==> src/rtl/cbus_arbiter_if.sv <==
// Shared bus types plus the interface bundling the core-side instruction/data
// buses and the memory-side core bus.
// Ports: slave modport = arbiter view, master modport = core/memory view.
package cbus_pkg;
    localparam int ADDR_W = 64;
    localparam int DATA_W = 64;
    localparam int STRB_W = DATA_W / 8;

    typedef logic [ADDR_W-1:0] addr_t;
    typedef logic [DATA_W-1:0] word_t;
    typedef logic [STRB_W-1:0] strobe_t;
    typedef logic [2:0]        msize_t;
    typedef logic [7:0]        mlen_t;
    typedef logic [1:0]        axi_burst_t;

    localparam msize_t     MSIZE4          = 3'd2;   // log2(bytes): 4-byte access
    localparam mlen_t      MLEN1           = 8'd0;   // AXI len encoding: beats - 1
    localparam axi_burst_t AXI_BURST_FIXED = 2'b00;

    typedef struct packed {
        logic  valid;
        addr_t addr;
    } ibus_req_t;

    typedef struct packed {
        logic  addr_ok;
        logic  data_ok;
        word_t data;
    } ibus_resp_t;

    typedef struct packed {
        logic    valid;
        addr_t   addr;
        msize_t  size;
        strobe_t strobe;
        word_t   data;
    } dbus_req_t;

    typedef struct packed {
        logic  addr_ok;
        logic  data_ok;
        word_t data;
    } dbus_resp_t;

    typedef struct packed {
        logic       valid;
        logic       is_write;
        msize_t     size;
        addr_t      addr;
        strobe_t    strobe;
        word_t      data;
        mlen_t      len;
        axi_burst_t burst;
    } cbus_req_t;

    typedef struct packed {
        logic  ready;
        logic  last;
        word_t data;
    } cbus_resp_t;
endpackage

interface cbus_arbiter_if;
    import cbus_pkg::*;

    ibus_req_t  ireq;
    ibus_resp_t iresp;
    dbus_req_t  dreq;
    dbus_resp_t dresp;
    cbus_req_t  oreq;
    cbus_resp_t oresp;

    modport slave  (input  ireq, dreq, oresp, output iresp, dresp, oreq);
    modport master (output ireq, dreq, oresp, input  iresp, dresp, oreq);
endinterface

==> src/rtl/cbus_arbiter.sv <==
// Merges the core's instruction and data buses onto one single-beat core bus, D over I.
// Latency: grant visible 1 cycle after request; completion pulse 1 cycle after ready&last.
// Backpressure: one transaction in flight; requesters hold valid until their data_ok pulse.
// Ports: clk, rst (async active-low), bus (slave modport: ireq/dreq/oresp in, iresp/dresp/oreq out).
module cbus_arbiter
    import cbus_pkg::*;
(
    input  logic          clk,
    input  logic          rst,
    cbus_arbiter_if.slave bus
);

    typedef enum logic [1:0] {IDLE, BUSY, DONE} state_t;
    typedef enum logic {SEL_I, SEL_D} sel_t;

    state_t    state;
    sel_t      sel;
    cbus_req_t req;      // latched request; its valid bit is the oreq valid
    word_t     rdata;
    logic      i_ok;
    logic      d_ok;

    // Everything the memory side sees comes from the latch, never from live inputs.
    assign bus.oreq  = req;
    assign bus.iresp = '{addr_ok: i_ok, data_ok: i_ok, data: rdata};
    assign bus.dresp = '{addr_ok: d_ok, data_ok: d_ok, data: rdata};

    always_ff @(posedge clk or negedge rst) begin
        if (!rst) begin
            state <= IDLE;
            sel   <= SEL_I;
            req   <= '0;
            rdata <= '0;
            i_ok  <= 1'b0;
            d_ok  <= 1'b0;
        end else begin
            case (state)
                IDLE: begin
                    // The data side is the older instruction, so it wins ties.
                    if (bus.dreq.valid) begin
                        req <= '{valid:    1'b1,
                                 is_write: (bus.dreq.strobe != '0),
                                 size:     bus.dreq.size,
                                 addr:     bus.dreq.addr,
                                 strobe:   bus.dreq.strobe,
                                 data:     bus.dreq.data,
                                 len:      MLEN1,
                                 burst:    AXI_BURST_FIXED};
                        sel   <= SEL_D;
                        state <= BUSY;
                    end else if (bus.ireq.valid) begin
                        req <= '{valid:    1'b1,
                                 is_write: 1'b0,
                                 size:     MSIZE4,
                                 addr:     bus.ireq.addr,
                                 strobe:   '0,
                                 data:     '0,
                                 len:      MLEN1,
                                 burst:    AXI_BURST_FIXED};
                        sel   <= SEL_I;
                        state <= BUSY;
                    end
                end
                BUSY: begin
                    // A ready without last is not a legal single-beat reply: keep waiting.
                    if (bus.oresp.ready && bus.oresp.last) begin
                        rdata     <= bus.oresp.data;
                        req.valid <= 1'b0;
                        i_ok      <= (sel == SEL_I);
                        d_ok      <= (sel == SEL_D);
                        state     <= DONE;
                    end
                end
                DONE: begin
                    i_ok  <= 1'b0;
                    d_ok  <= 1'b0;
                    state <= IDLE;
                end
                default: state <= IDLE;
            endcase
        end
    end

endmodule

==> src/flat_wrapper.sv <==
// flat-port wrapper written by rule: the top's interface ports become plain ports
module cbus_arbiter_flat import cbus_pkg::*;
  (clk, rst, bus_ireq, bus_dreq, bus_oresp, bus_iresp, bus_dresp, bus_oreq);
  cbus_arbiter_if bus_i ();
  input  logic clk;
  input  logic rst;
  input wire logic [$bits(bus_i.ireq)-1:0] bus_ireq;
  input wire logic [$bits(bus_i.dreq)-1:0] bus_dreq;
  input wire logic [$bits(bus_i.oresp)-1:0] bus_oresp;
  output wire logic [$bits(bus_i.iresp)-1:0] bus_iresp;
  output wire logic [$bits(bus_i.dresp)-1:0] bus_dresp;
  output wire logic [$bits(bus_i.oreq)-1:0] bus_oreq;
  assign bus_i.ireq = bus_ireq;
  assign bus_i.dreq = bus_dreq;
  assign bus_i.oresp = bus_oresp;
  assign bus_iresp = bus_i.iresp;
  assign bus_dresp = bus_i.dresp;
  assign bus_oreq = bus_i.oreq;
  cbus_arbiter u_core (.clk(clk), .rst(rst), .bus(bus_i));
endmodule
==> config.mk <==
export PLATFORM = sky130hd
export DESIGN_NAME = cbus_arbiter_flat
export DESIGN_NICKNAME = d
export VERILOG_FILES = /design/src/rtl/cbus_arbiter_if.sv /design/src/rtl/cbus_arbiter.sv /design/src/flat_wrapper.sv
export SDC_FILE = /design/constraint.sdc
export NUM_CORES = 1
export LEC_CHECK = 0
export CORE_AREA = 2 2 214 216
export DETAILED_ROUTE_END_ITERATION = 12
export DIE_AREA = 0 0 216 218
export SLEW_MARGIN = 10
export SYNTH_ARGS = -nofsm -noshare
export SYNTH_HDL_FRONTEND = slang
export SYNTH_SLANG_ARGS = --single-unit
export TNS_END_PERCENT = 1
==> constraint.sdc <==
create_clock -name clk -period 2.9 [get_ports clk]
set_clock_uncertainty 0.2 [all_clocks]
set_input_delay 0.58 -clock clk [delete_from_list [all_inputs] [get_ports clk]]
set_output_delay 0.58 -clock clk [all_outputs]
set_load 0.02 [all_outputs]
==> results of run 1 <==
==> through the flow <==
step	total power, W	setup WS [ps]	area (sq um)
2_1_floorplan	0.0100	1130	9120
5_1_grt	0.0180	449	15500
3_3_place_gp	0.0142	426	14700
4_1_cts	0.0174	470	15500
6_report	0.0171	500	15500
3_5_place_dp	0.0143	408	14700
==> cell usage in the layout, fill, tap and decap left out, types with 2 or more instances in the layout <==
cell and n:
nor4_1 2, clkbuf_16 25, conb_1 10, mux2_1 60
dfrtp_1 210, mux2_2 68, a22o_1 75, nand2_1 200
clkbuf_8 6, clkinv_2 2, clkdlybuf4s50_1 543, buf_12 8
buf_4 11, clkbuf_1 11, nand3_1 2
==> area by class of cell <==
class                           instances  area [sq um]  share of cell area, %
Timing Repair Buffer                  565          5710                   36.8
Sequential cell                       210          5260                   33.9
Multi-Input combinational cell        427          2990                   19.3
Tap cell                              600           751                   4.85
Clock buffer                           41           736                   4.75
Clock inverter                          3          40.0                  0.258
Inverter                                2          7.51                 0.0485
Antenna cell                            1          2.50                 0.0162
==> cells by family after synthesis <==
| kind of cell | Yosys count | share of synthesized area (%) |
|---|---|---|
| AOI/OAI and AO/OA | 80 | 7.60 |
| buffers and inverters | 125 | 9.78 |
| DFF | 210 | 57.8 |
| muxes | 128 | 15.9 |
| other | 1 | 0.0413 |
| and+or+nand+nor | 209 | 8.89 |
==> sequential cells by signal, indices dropped and copies added (netlist names) <==
register and flops:
u_core.sel 1, u_core.i_ok 1, u_core.bus.oreq 141, u_core.state 2
u_core.d_ok 1, u_core.rdata 64
==> worst register-to-register path, stage by stage, from the launching register on <==
cell     delay (ps)
dfrtp_1         410
nor2_2          340
o21a_2          440
buf_12          280
mux2_2          390
==> worst max-delay path by stage <==
| stage | end | slack (ps) | depth (start not counted) |
|---|---|---|---|
| 3_5_place_dp | u_core.bus.oreq[121] | 410 | 4 |
| 3_3_place_gp | u_core.bus.oreq[138] | 430 | 4 |
| 5_1_grt | bus_dresp[13] | 450 | 1 |
| 2_1_floorplan | u_core.bus.oreq[86] | 1130 | 4 |
| 6_report | bus_dresp[14] | 500 | 1 |
| 4_1_cts | bus_dresp[13] | 470 | 1 |
==> synthesized netlist by cell type <==
master | n | area share [%]
a21o_1 | 1 | 0.083
a22o_1 | 75 | 7.2
a2bb2oi_1 | 1 | 0.096
and2_1 | 1 | 0.069
buf_2 | 17 | 0.94
buf_4 | 86 | 7.1
buf_6 | 10 | 1.2
clkbuf_1 | 10 | 0.41
conb_1 | 1 | 0.041
dfrtp_1 | 210 | 58
inv_1 | 1 | 0.041
inv_2 | 1 | 0.041
mux2_1 | 60 | 7.4
mux2_2 | 68 | 8.4
nand2_1 | 200 | 8.3
nand2b_1 | 1 | 0.069
nand3_1 | 2 | 0.11
nand3b_1 | 1 | 0.083
nand4b_1 | 1 | 0.096
nor2_2 | 1 | 0.069
nor4_1 | 2 | 0.14
o21a_1 | 1 | 0.083
o21ai_0 | 1 | 0.055
o21ai_1 | 1 | 0.055
==> per-layer routing <==
metal | routed length, microns | part of all wire [%] | vias to the layer above
met3 | 2330 | 7.9 | 32
met1 | 11800 | 40 | 3508
li1 | - | - | 3423
met5 | 0 | 0 | -
met4 | 523 | 1.8 | 0
met2 | 14900 | 50 | 299
==> timing repair <==
item	CTS	global route
hold endpoints to repair	60	0
gates resized for setup	0	0
hold buffers	1	0
==> power groups by stage <==
stage,combinational (W),clock [W],sequential [W]
after CTS,0.00895,0.00308,0.00533
after global placement,0.00885,0,0.00533
final,0.00882,0.00296,0.00530
after floorplan,0.00323,0,0.00680
after detailed placement,0.00894,0,0.00533
after global routing,0.00929,0.00318,0.00550
==> results.tsv, run 1 <==
stage	metric	value	unit
global_routing	met1 GRT Util	14.2	%
critical_path	cell family with most CP delay	buffers and inverters	
power	Pint	0.0106	W
finish	area delta synth->final	70.5	%
finish	Finished Core Util	34.5	%
finish	layout cells sized above 1	10.2	%
global_routing	largest net degree at the start of global routing	78	
timing	Slew Limit Fails	0	
clock_tree	H-tree Lvls	1	
floorplan	row count	78	
timing	relative slew slack	55.8	%
critical_path	R2R cell count	4	
route	# DRC	0	
power	Clock Power Share	17.3	%
floorplan	Ports	556	
finish	nets	1503	
clock_tree	register clock-pin slew on the reported worst setup and hold paths	60	ps
route	WL/cell	16.0	microns
status	status	completed	
power	Leakage Power	6.63	nW
finish	Fillers	4459	
floorplan	Die ar.	47100	sq um
placement	port bufs	545	
placement	Placed Cells	1803	
run	total of max-cap violations	0	
critical_path	crit path capture type	primary output	
clock_tree	CTS Buf Count	24	
clock_tree	Clock Latency Late Sink	510	ps
critical_path	r2r startpoint	u_core.state[1]	
critical_path	worst path cell trace	clkdlybuf4s50_1	
logic_synthesis	Avg Inst Size Synth	12.1	sq um
floorplan	Die X	216	microns
hold_path	Hold Path Origin	u_core.bus.oreq[150]	
critical_path	CP Launch Type	flop	
global_routing	vias in the first global route	7614	
timing	final setup vio count	0	
route	final WL	29600	microns
global_routing	routing usage on met2	21.1	%
critical_path	RR Endpoint	u_core.bus.oreq[130]	
route	drt pass-1 iters	4	
critical_path	Max stage delay cell, worst path	clkdlybuf4s50_1	
critical_path	Crit path arrival time	1620	ps
global_routing	busiest grt layer	met2	
power	switching part of the total power	37.9	%
clock_tree	CTS Buffer Depth	3	
global_routing	total gr overflow	0	
timing	Hold Vio Cnt, Final	0	
logic_synthesis	YS warnings	0	
global_routing	Global Route Usage Sum	11.9	%
finish	Non-Filler Instances	1849	
timing	RSZ-0062 raised after global routing	no	
clock_tree	CTS tree	done	
route	Vias	7262	
hold_path	hold endpoint	u_core.bus.oreq[150]	
critical_path	CP Max Fanout	3	
global_routing	global-route wire length before repair	44400	microns
timing	WHS	279	ps
timing	worst slew pin tran	663	ps
global_routing	antenna violations before repair	1	
critical_path	Buffers & Inverters on Critical Path	1	
logic_synthesis	Seq cells post-synth	210	
floorplan	CORE AREA	44900	sq um
critical_path	flop-to-flop setup slack	720	ps
power	VDD IR-drop max	0.528	mV
global_routing	met3 usage	3.28	%
timing	Final Cycle Share	82.8	%
power	Sw Pwr	0.00648	W
floorplan	die height	218	microns
logic_synthesis	Seq/Total Area, Yosys	57.8	%
power	PD cells	1100	nW/um^2
timing	max frequency	417	MHz
route	Via density	3.93	
logic_synthesis	post-synthesis cell area	9090	sq um
placement	GPL Wtd Cong	0.776	
timing	final setup TNS	0	ps
power	combinational group share of total power	51.6	%
logic_synthesis	Synth cell types	24	
hold_path	Worst Hold Class	flop to flop	
placement	DP HPWL	22600	microns
floorplan	Initial Util	20.2	%
critical_path	Largest stage delay, worst path	650	ps
critical_path	kind of critical path	flop to primary output	
clock_tree	Clock Tree Root	clkbuf_16	
route	post-route ant nets	0	
hold_path	hold depth	2	
clock_tree	Clock Sink Count	210	
timing	Tmin final	2400	ps
critical_path	Critical Path Start	u_core.rdata[14]	
logic_synthesis	synthesized instance count	753	
critical_path	CP required	2120	ps
clock_tree	postcts setup bufs	0	
power	Flop pwr share	31.0	%
route	1st-iter DRT viols	308	
(Power assumes the default switching activity.)
==> run 2: changes to the inputs <==
--- a/config.mk
+++ b/config.mk
@@ -5,9 +5,9 @@
 export SDC_FILE = /design/constraint.sdc
 export NUM_CORES = 1
 export LEC_CHECK = 0
-export CORE_AREA = 2 2 214 216
+export CORE_AREA = 2 2 217 219
 export DETAILED_ROUTE_END_ITERATION = 12
-export DIE_AREA = 0 0 216 218
+export DIE_AREA = 0 0 219 221
 export SLEW_MARGIN = 10
 export SYNTH_ARGS = -nofsm -noshare
 export SYNTH_HDL_FRONTEND = slang
==> constraint.sdc (replaced) <==
create_clock -name clk -period 2.04 [get_ports clk]
set_clock_uncertainty 0.2 [all_clocks]
set_input_delay 0.408 -clock clk [delete_from_list [all_inputs] [get_ports clk]]
set_output_delay 0.408 -clock clk [all_outputs]
set_load 0.02 [all_outputs]
==> run 2 against run 1 <==
Total power rose by 34%. Clock power rose by 49%. Cell count rose by 1.6%. Critical path depth did not move. Count of clock-buffer cells in the layout fell by 5. Die area rose by 2.8%. Critical endpoint is now bus_dresp[17]. Combinational power rose by 24%. Non-clock buffer count rose by 24. Sequential power rose by 41%.
==> results.tsv, run 2 (synthesized netlist as in run 1, its figures left out) <==
stage	metric	value	unit
finish	most frequent cells in the layout	dlygate4sd2_1, clkdlybuf4s50_1, dfrtp_1, nand2_1, a22o_1	
critical_path	Buffers & Inverters on Critical Path	1	
placement	port bufs	545	
placement	Placed Area	15000	sq um
placement	GPL Wtd Cong	0.781	
floorplan	Die ar.	48400	sq um
finish	Inserted Diodes	0	
floorplan	Initial Util	19.7	%
placement	DP HPWL	24600	microns
run	total of max-cap violations	0	
floorplan	die height	221	microns
route	final WL	31200	microns
placement	Placed Cells	1834	
global_routing	largest net degree at the start of global routing	69	
clock_tree	CTS Buffer Depth	3	
finish	Non-Filler Instances	1878	
critical_path	CP required	1430	ps
finish	max FFs per register	141	
clock_tree	H-tree Lvls	1	
timing	Final Cycle Share	96.5	%
clock_tree	register clock-pin slew on the reported worst setup and hold paths	60	ps
timing	Tmin final	1970	ps
critical_path	CP Launch Type	flop	
finish	nets	1527	
global_routing	Global Route Usage Sum	12.5	%
finish	Fillers	4771	
critical_path	Max stage delay cell, worst path	dfrtp_1	
clock_tree	CTS Buf Count	24	
timing	final setup vio count	0	
critical_path	Largest stage delay, worst path	470	ps
timing	RSZ-0062 raised after global routing	no	
floorplan	Ports	556	
finish	Final Instance Area	15400	sq um
timing	Hold Vio Cnt, Final	0	
power	PD cells	1480	nW/um^2
timing	final setup TNS	0	ps
clock_tree	CTS tree	done	
critical_path	Crit path arrival time	1360	ps
route	Vias	7349	
route	# DRC	0	
hold_path	Worst Hold Class	primary input to flop	
clock_tree	Clock Tree Root	clkbuf_16	
critical_path	cell family with most CP delay	flip-flops	
route	Via density	3.91	
status	status	completed	
floorplan	row count	79	
floorplan	Die X	219	microns
global_routing	global-route wire length before repair	47500	microns
critical_path	CP Max Fanout	3	
critical_path	worst path cell trace	dlygate4sd2_1	
timing	relative slew slack	65.8	%
global_routing	vias in the first global route	7959	
route	drt pass-1 iters	4	
global_routing	total gr overflow	0	
route	post-route ant nets	0	
timing	max frequency	508	MHz
finish	layout cells sized above 1	12.4	%
critical_path	kind of critical path	flop to primary output	
timing	worst slew pin tran	513	ps
critical_path	crit path capture type	primary output	
finish	commonest non-fill, non-tap cell in the layout	dlygate4sd2_1	
floorplan	CORE AREA	46100	sq um
power	Leakage Power	7.43	nW
route	WL/cell	16.6	microns
clock_tree	Clock Latency Late Sink	520	ps
global_routing	antenna violations before repair	0	
route	1st-iter DRT viols	271	
power	VDD IR-drop max	0.646	mV
finish	area delta synth->final	69.9	%
timing	Slew Limit Fails	0	
clock_tree	Clock Sink Count	210	
-- run 2: area by class of cell --
cell class / instances / area, sq um / share of cell area [%]
repair buffers: 589 / 5610 / 36.3
flip-flops and latches: 210 / 5260 / 34.0
multi-input cells: 427 / 3000 / 19.4
well taps: 607 / 759 / 4.92
clock buffers: 36 / 727 / 4.71
clock inverters: 7 / 87.6 / 0.567
inverters: 2 / 7.51 / 0.0486
-- run 2: final timing paths --
check / start / endpoint / slack, ps / depth (start not counted)
hold / removal: bus_oresp[49] / u_core.rdata[49] / 210 / 3
setup reg to reg: u_core.state[1] / u_core.bus.oreq[135] / 190 / 4
setup / recovery: u_core.rdata[17] / bus_dresp[17] / 70 / 1
min in group asynchronous: rst / u_core.bus.oreq[107] / 240 / 2
max in group asynchronous: rst / u_core.rdata[10] / 820 / 3
hold reg to reg: u_core.bus.oreq[150] / u_core.bus.oreq[150] / 290 / 2
-- run 2: metal layers --
layer | vias to the layer above | wire length (microns) | GRT usage [%]
met2 | 289 | 16100 | 23.2
met1 | 3561 | 12300 | 14.2
met3 | 38 | 2330 | 3.02
met4 | 0 | 600 | 3.23
li1 | 3461 | - | -
met5 | - | 0 | 0
-- run 2: where the power goes --
group	total, W	internal (W)	switching (W)
sequential	0.00747	0.00614	0.00133
clock	0.00440	0.00270	0.00170
combinational	0.0109	0.00469	0.00626
-- run 2: timing repair --
| action | 4_1_cts | 5_1_grt |
|---|---|---|
| pin swaps | 0 | 0 |
| setup buffers | 0 | 0 |
| resized for setup | 271 | 1 |
| endpoints found under the setup margin | 271 | 6 |
| hold buffers | 1 | 0 |
| gates cloned | 0 | 0 |
| endpoints found under the hold margin | 36 | 0 |
-- run 2: metrics by stage --
| step | hold WS [ps] | util [%] | power, W | worst slack (ps) |
|---|---|---|---|---|
| finish | 209 | 33.5 | 0.0228 | 71.2 |
| global placement | 227 | 32.5 | 0.0204 | -15.9 |
| floorplan | -87.6 | - | 0.0142 | 404 |
| global route | 199 | 33.5 | 0.0241 | 40.1 |
| detailed placement | 233 | 32.5 | 0.0206 | -42.4 |
| CTS | 176 | 33.5 | 0.0232 | 25.5 |
==> run 3: changes to the inputs <==
--- a/config.mk
+++ b/config.mk
@@ -5,6 +5,7 @@
 export SDC_FILE = /design/constraint.sdc
 export NUM_CORES = 1
 export LEC_CHECK = 0
+export CAP_MARGIN = 0
 export CORE_AREA = 2 2 217 219
 export DETAILED_ROUTE_END_ITERATION = 12
 export DIE_AREA = 0 0 219 221
==> results of run 3 <==
Same layout as run 2: the final DEF is identical, and so are final timing and power.
